`config.mk`:
```
export PLATFORM = sky130hd
export DESIGN_NAME = reset_sequencer
export DESIGN_NICKNAME = d
export VERILOG_FILES = /design/src/rtl/reset_sequencer.sv
export SDC_FILE = /design/constraint.sdc
export NUM_CORES = 1
export LEC_CHECK = 0
export ABC_AREA = 1
export BUFFER_PORTS_ARGS = -buffer_cell sky130_fd_sc_hd__buf_2
export CAP_MARGIN = 20
export CELL_PAD_IN_SITES_DETAIL_PLACEMENT = 1
export CELL_PAD_IN_SITES_GLOBAL_PLACEMENT = 1
export CORE_UTILIZATION = 47
export CTS_CLUSTER_DIAMETER = 30
export CTS_CLUSTER_SIZE = 25
export DETAILED_ROUTE_END_ITERATION = 8
export PLACE_DENSITY = 0.85
export SYNTH_ARGS = -nofsm -noshare
export SYNTH_HDL_FRONTEND = slang
export SYNTH_SLANG_ARGS = --single-unit
```
`constraint.sdc`:
```
create_clock -name SYS_CLK -period 5.3 [get_ports SYS_CLK]
set_input_delay 1.325 -clock SYS_CLK [delete_from_list [all_inputs] [get_ports SYS_CLK]]
set_output_delay 1.325 -clock SYS_CLK [all_outputs]
set_load 0.02 [all_outputs]
```
`src/rtl/reset_sequencer.sv`:
```
// -----------------------------------------------------------------------------
// reset_sequencer
//
// Board-level reset controller. After the user button is released it holds
// reset for a fixed time, waits until every PLL has been stably locked for
// LOCK_FILTER cycles, then releases NUM_CH active-low reset channels one at a
// time, STAGE_CYCLES apart (bit 0 first). Lock loss during release or run
// drops every channel and returns to WAIT_LOCK, and the event is counted.
// A software request restarts the whole sequence from HOLD.
//
// Ports
//   SYS_CLK            in   1          system clock, rising edge
//   user_reset_button  in   1          asynchronous active-high reset
//   pll_locked         in   NUM_LOCKS  PLL lock flags, asynchronous to SYS_CLK
//   sw_reset_req       in   1          1-cycle synchronous restart request
//   reset_n_out        out  NUM_CH     staged active-low resets, bit 0 first
//   sys_reset          out  1          registered, equals ~&reset_n_out
//   seq_done           out  1          high only in RUN
//   state_o            out  3          state encoding (HOLD=0 .. RUN=3)
//   lock_loss_cnt      out  8          saturating lock-loss event count
// -----------------------------------------------------------------------------
module reset_sequencer #(
    parameter int SYS_CLK_FREQ = 50_000_000,
    parameter int HOLD_US      = 1000,
    parameter int NUM_LOCKS    = 2,
    parameter int LOCK_FILTER  = 8,
    parameter int NUM_CH       = 4,
    parameter int STAGE_CYCLES = 16
) (
    input  logic                 SYS_CLK,
    input  logic                 user_reset_button,
    input  logic [NUM_LOCKS-1:0] pll_locked,
    input  logic                 sw_reset_req,
    output logic [NUM_CH-1:0]    reset_n_out,
    output logic                 sys_reset,
    output logic                 seq_done,
    output logic [2:0]           state_o,
    output logic [7:0]           lock_loss_cnt
);

    localparam int HOLD_CYCLES = (SYS_CLK_FREQ / 1_000_000) * HOLD_US;
    // One shared counter serves both the hold period and the stage spacing,
    // so it is sized for whichever terminal value is larger.
    localparam int CNT_MAX = (HOLD_CYCLES > STAGE_CYCLES) ? HOLD_CYCLES - 1 : STAGE_CYCLES - 1;
    localparam int CNT_W   = (CNT_MAX > 0) ? $clog2(CNT_MAX + 1) : 1;
    localparam int LK_W    = (LOCK_FILTER > 1) ? $clog2(LOCK_FILTER) : 1;
    localparam int IDX_W   = (NUM_CH > 1) ? $clog2(NUM_CH) : 1;

    localparam logic [CNT_W-1:0] HOLD_LAST  = CNT_W'(HOLD_CYCLES - 1);
    localparam logic [CNT_W-1:0] STAGE_LAST = CNT_W'(STAGE_CYCLES - 1);
    localparam logic [LK_W-1:0]  LK_LAST    = LK_W'(LOCK_FILTER - 1);
    localparam logic [IDX_W-1:0] IDX_LAST   = IDX_W'(NUM_CH - 1);

    typedef enum logic [2:0] {
        ST_HOLD      = 3'd0,
        ST_WAIT_LOCK = 3'd1,
        ST_RELEASE   = 3'd2,
        ST_RUN       = 3'd3
    } state_t;

    state_t               state_reg;
    logic [CNT_W-1:0]     cnt_reg;
    logic [LK_W-1:0]      lk_cnt_reg;
    logic [IDX_W-1:0]     idx_reg;
    logic [NUM_LOCKS-1:0] lock_sync;
    logic                 all_lk;

    // Two-flop synchroniser per lock bit; the reset clears them so a fresh
    // sequence never sees a stale "locked" from before the button press.
    genvar gi;
    generate
        for (gi = 0; gi < NUM_LOCKS; gi++) begin : g_lock_sync
            logic sync1_reg;
            logic sync2_reg;
            always_ff @(posedge SYS_CLK or posedge user_reset_button) begin
                if (user_reset_button) begin
                    sync1_reg <= 1'b0;
                    sync2_reg <= 1'b0;
                end else begin
                    sync1_reg <= pll_locked[gi];
                    sync2_reg <= sync1_reg;
                end
            end
            assign lock_sync[gi] = sync2_reg;
        end
    endgenerate

    assign all_lk  = &lock_sync;
    assign state_o = state_reg;

    // Channels are only ever released in ascending order and all dropped
    // together, so sys_reset is low exactly while in RUN; it is therefore
    // driven alongside the transitions into and out of RUN, which keeps it
    // on the same edge as reset_n_out.
    always_ff @(posedge SYS_CLK or posedge user_reset_button) begin
        if (user_reset_button) begin
            state_reg     <= ST_HOLD;
            cnt_reg       <= '0;
            lk_cnt_reg    <= '0;
            idx_reg       <= '0;
            reset_n_out   <= '0;
            sys_reset     <= 1'b1;
            seq_done      <= 1'b0;
            lock_loss_cnt <= 8'd0;
        end else if (sw_reset_req) begin
            // Software restart beats a simultaneous lock loss: no count.
            state_reg   <= ST_HOLD;
            cnt_reg     <= '0;
            lk_cnt_reg  <= '0;
            idx_reg     <= '0;
            reset_n_out <= '0;
            sys_reset   <= 1'b1;
            seq_done    <= 1'b0;
        end else if (!all_lk && (state_reg == ST_RELEASE || state_reg == ST_RUN)) begin
            // The hold period is not repeated after a lock loss.
            state_reg   <= ST_WAIT_LOCK;
            cnt_reg     <= '0;
            lk_cnt_reg  <= '0;
            idx_reg     <= '0;
            reset_n_out <= '0;
            sys_reset   <= 1'b1;
            seq_done    <= 1'b0;
            if (lock_loss_cnt != 8'hFF) begin
                lock_loss_cnt <= lock_loss_cnt + 8'd1;
            end
        end else begin
            case (state_reg)
                ST_HOLD: begin
                    if (cnt_reg == HOLD_LAST) begin
                        cnt_reg   <= '0;
                        state_reg <= ST_WAIT_LOCK;
                    end else begin
                        cnt_reg <= cnt_reg + CNT_W'(1);
                    end
                end
                ST_WAIT_LOCK: begin
                    if (!all_lk) begin
                        lk_cnt_reg <= '0;
                    end else if (lk_cnt_reg == LK_LAST) begin
                        lk_cnt_reg <= '0;
                        cnt_reg    <= '0;
                        idx_reg    <= '0;
                        state_reg  <= ST_RELEASE;
                    end else begin
                        lk_cnt_reg <= lk_cnt_reg + LK_W'(1);
                    end
                end
                ST_RELEASE: begin
                    if (cnt_reg == STAGE_LAST) begin
                        cnt_reg <= '0;
                        for (int k = 0; k < NUM_CH; k++) begin
                            if (idx_reg == IDX_W'(k)) begin
                                reset_n_out[k] <= 1'b1;
                            end
                        end
                        if (idx_reg == IDX_LAST) begin
                            state_reg <= ST_RUN;
                            seq_done  <= 1'b1;
                            sys_reset <= 1'b0;
                        end else begin
                            idx_reg <= idx_reg + IDX_W'(1);
                        end
                    end else begin
                        cnt_reg <= cnt_reg + CNT_W'(1);
                    end
                end
                ST_RUN: begin
                    // Steady state; only an abort leaves it.
                end
                default: begin
                    state_reg <= ST_HOLD;
                    cnt_reg   <= '0;
                end
            endcase
        end
    end

endmodule
```
== Word-level counts from Yosys, hierarchy flattened ==
Cells that the tools add are included.

* Register bits: 42
* Bits of input ports: 5
* Output and inout port bits: 17

* Add/sub/neg operators: 4
* Eq/ne operators: 17
* Multiplexer cells: 44
* Bitwise gates (word level): 1
* Reduce and logical (&&, ||, !) cells: 22

{| class="wikitable"
|+ Operators with widths
! cell !! count
|-
| 16-bit two-way mux || 6
|-
| 16-bit one-hot mux with 4 select lines || 1
|-
| 3-bit two-way mux || 12
|-
| 3-bit nonzero test || 7
|-
| 3-bit AND reduction || 6
|-
| 16-bit by 1-bit adder with 16-bit output (second input constant) || 1
|-
| 16-bit == test (second input constant) || 1
|-
| 16-bit by 4-bit == test with 1-bit output (second input constant) || 1
|-
| 4-bit two-way mux || 4
|-
| 4-bit != test (second input constant) || 4
|-
| 1-bit two-way mux || 13
|-
| 2-bit two-way mux || 6
|-
| 3-bit one-hot mux with 4 select lines || 1
|-
| 8-bit by 1-bit adder with 8-bit output (second input constant) || 1
|-
| 4-bit by 2-bit != test with 1-bit output (second input constant) || 2
|-
| 8-bit != test (second input constant) || 1
|-
| 3-bit by 2-bit == test with 1-bit output (second input constant) || 2
|-
| 6-bit AND reduction || 1
|-
| 5-bit AND reduction || 1
|-
| 2-bit == test (second input constant) || 2
|-
| 2-bit one-hot mux with 2 select lines || 1
|-
| 4-bit nonzero test || 1
|-
| 3-bit by 1-bit adder with 3-bit output (second input constant) || 1
|-
| 3-bit by 1-bit == test with 1-bit output (second input constant) || 1
|-
| other kinds (11) || 11
|}

== Depth between registers and ports, before layout ==
* Depth in word-level cells: 6
* Gate-level depth with buffers: 13
* Depth with buffers taken out: 13

== Least setup slack after synthesis ==
Ideal clock, no wire load.

* Kind: in2reg
* Start: input port sw_reset_req
* End: register cnt_reg[5]
* Library setup time: 0.071 ns
* Arrival: 2.164 ns
* Data required time: 5.229 ns
* Path slack: 3.064 ns
* Cell stages on the path: 7
* Cell sequence: nor2_1 nand2_1 nand3_4 inv_2 nand2_2 inv_4 nor2_1

* Word-level cells in the longest chain between the ends: 2
* Elaborated cells on any way between the ends: 5
* Those cells by class: eq/ne (3); mux (1); reduce/logical (1)

{| class="wikitable"
|+ Ends and longest elaborated chain
! element !! line !! source
|-
| from (decl) || 33 || <nowiki>input logic sw_reset_req,</nowiki>
|-
| 4-bit != test (no line) or 3-bit by 2-bit != test with 1-bit output (tied branches) || -- ||
|-
| 3-bit AND reduction (no line) || -- ||
|-
| to (signal assigned) || 133 || <nowiki>cnt_reg <= cnt_reg + CNT_W'(1);</nowiki>
|-
| to (signal assigned) || 164 || <nowiki>cnt_reg <= cnt_reg + CNT_W'(1);</nowiki>
|-
| to (decl) || 62 || <nowiki>logic [CNT_W-1:0] cnt_reg;</nowiki>
|}

Parallel ways exist; a longest one is shown, timed or not.
A chain may end at the register's enable or synchronous reset.

== Worst setup path in the final report ==
* Start: input port sw_reset_req
* End: register cnt_reg[9]

Same word-level chain as after synthesis.

==> results.py <==
metrics = {
    "worst_setup_path": {
        "r2r_end": "cnt_reg[5]",
        "startpoint": "sw_reset_req",
        "reg2reg_from": "state_o[0]",
        "end_kind": "flop",
        "rrSetupSlack_ps": 3230,
        "cp-start-kind": "input pin",
        "crit_fanout": 15,
        "r2r_cells": 11,
        "required_ps": 5520,
        "worst_setup_path_endpoint": "cnt_reg[9]",
        "path_class": "in2reg",
        "crit_arrival_ps": 2670,
    },
    "layout": {
        "diodes": 0,
        "layout_commonest_cell": "nand2_1",
        "layout_common_cells": "nand2_1, nor2_1, dfrtp_1",
        "final_core_utilization_pct": 53.87,
        "largest_reg_flops": 16,
        "syn2layout_area_growth_pct": 10.56,
        "finalNonFillerCells": 371,
        "fin_nets": 334,
        "drive_above_1_share_pct": 13.88,
    },
    "outcome": {
        "outcome": "finished clean",
    },
    "pwr": {
        "p_per_area_mw_per_mm2": 373.8,
        "ir_worst_vdd_uv": 236.0,
        "finalPower_mw": 0.9448,
        "p_leak_nw": 1.306,
    },
    "synth": {
        "syn_nets": 309,
        "syn_area_per_cell_um2": 7.855,
        "synth_top_family_by_area": "simple AND/OR/NAND/NOR gates",
        "synth_compound_area_share_pct": 7.061,
        "synth_seq_area_share_pct": 43.84,
        "muxShareOfSynthArea_pct": 0,
        "synthSimpleGateAreaFrac_pct": 31.47,
        "synth_fa_ha_area_share_pct": 7.115,
        "synth_warnings": 0,
        "netlist_area_mm2": 0.002286,
        "synthCells": 291,
        "synth_xor_area_share_pct": 3.831,
        "ys_types": 31,
        "ys_seq_elements": 40,
    },
    "global_route": {
        "grt_pass1_vias": 1893,
        "grt_overflow": 0,
        "grt_usage_pct": 21.66,
        "antenna_found_initial": 0,
        "grt_max_degree": 41,
        "grt_pass1_wl_um": 8680,
    },
    "timing": {
        "finalSetupTns_ps": 0,
        "hold_viol": 0,
        "finalCritPeriodShare_pct": 46.17,
        "skew_ps": 6.712,
        "worstMarginPinSlew_ps": 509.2,
        "setup_viol": 0,
        "fmax_mhz": 408.7,
        "min_period_ps": 2447,
        "fin_worst_hold_slack_ps": 356.2,
        "grt_setup_unrepaired": "false",
        "max_slew_margin_pct": 66.05,
        "maxSlewViolCount": 0,
    },
    "route": {
        "dr.first_iter.drc_count": 118,
        "ant_nets": 0,
        "drc_errors": 0,
        "viasPerCell": 5.148,
        "via_count": 1910,
        "firstDrtPassIters": 4,
        "wl_per_cell_um": 13.56,
        "wl_um": 5031,
    },
    "placed_design": {
        "port_buffers": 20,
        "dp.final_hpwl_um": 3734,
        "gp_congestion": 0.7931,
        "place_inst": 363,
    },
    "cts": {
        "root_buffer": "clkbuf_8",
        "ctsResizeCount": 0,
        "cts_hold_buf": 0,
        "clock_sink_count": 40,
        "cts_inserted_buffers": 5,
        "path_clk_slew_ps": 80,
        "cts_tree": "yes",
        "clockBufferDepth": 2,
        "clk-insertion-delay-late_ps": 290,
        "post_cts_buffers": 0,
        "cts_max_level": 2,
    },
    "die": {
        "num_rows": 25,
        "fp.dieW_um": 71.74,
        "fp.coreArea_mm2": 0.004692,
        "dieArea_mm2": 0.005147,
        "start_util_pct": 48.72,
        "die_y_um": 71.74,
        "io_pins": 22,
    },
    "hold_path": {
        "hold_class": "reg2reg",
    },
    "run": {
        "maxCapViolCount": 0,
    },
}
==> metrics by stage <==
step	setup WS (ps)	cell area, µm²
2_1_floorplan	3059	2286
3_3_place_gp	2682	2435
3_5_place_dp	2567	2435
4_1_cts	2846	2527
5_1_grt	2676	2527
6_report	2853	2527
==> how the worst min path moves through the flow <==
stage,from,to,slack [ps],cells after the start
finish,g_lock_sync[0].sync1_reg,g_lock_sync[0].sync2_reg,360,0
global placement,g_lock_sync[1].sync1_reg,g_lock_sync[1].sync2_reg,330,0
CTS,g_lock_sync[0].sync1_reg,g_lock_sync[0].sync2_reg,360,0
floorplan,g_lock_sync[0].sync1_reg,g_lock_sync[0].sync2_reg,330,0
global route,g_lock_sync[0].sync1_reg,g_lock_sync[0].sync2_reg,360,0
detailed placement,g_lock_sync[0].sync1_reg,g_lock_sync[0].sync2_reg,340,0
==> worst max-delay path: stages <==
cell	delay, ps
buf_2	130
nor2_1	300
nand2_1	180
nand3_4	230
inv_2	130
nand2_2	170
nand2_1	80
nor2_1	110
==> report_power, final <==
part	switching (mW)	internal, mW	total [mW]
sequential	0.0389	0.350	0.389
clock	0.105	0.104	0.209
combinational	0.242	0.105	0.347
==> cells in the mapped netlist (all sizes together) <==
library cell / count / area, µm²
nand2: 80 / 330.3
nor2: 51 / 196.4
dfrtp: 39 / 975.9
inv: 32 / 122.6
nand3: 20 / 112.6
a21oi: 13 / 65.06
ha: 13 / 162.7
o21ai: 8 / 40.04
nand4: 7 / 43.79
xnor2: 6 / 52.55
o21bai: 4 / 33.78
xor2: 4 / 35.03
buf: 3 / 26.27
and3: 2 / 12.51
nor3: 2 / 10.01
a31oi: 1 / 6.260
conb: 1 / 3.750
dfstp: 1 / 26.28
nand3b: 1 / 7.510
o2111ai: 1 / 8.760
o211ai: 1 / 7.510
or2: 1 / 6.260
==> logic make-up (layout without fill, tap and decap cells) <==
kind of cell / count (synthesis) / after routing
simple gates: 164 / 164
flops: 40 / 40
buf+inv: 35 / 61
compound gates: 28 / 28
fa+ha+maj: 13 / 13
xor+xnor: 10 / 10
other cells: 1 / 1
==> area by class of cell <==
type	instances	area (µm²)
clock inverter	2	10.01
fill	600	2165
timing repair buffer	21	107.6
sequential	40	1002
multi-input combinational	216	1135
tap	54	67.56
inverter	32	122.6
clock buffer	6	82.58
==> metal layers <==
metal,vias to the layer above,global-route usage (%),part of all wire [%]
met5,-,0,0
met4,0,7.625,1.9
met3,9,3.938,3.0
met2,32,35.74,48
met1,898,28.57,48
li1,971,-,-
Note: power is estimated with default switching activity, not from simulation.
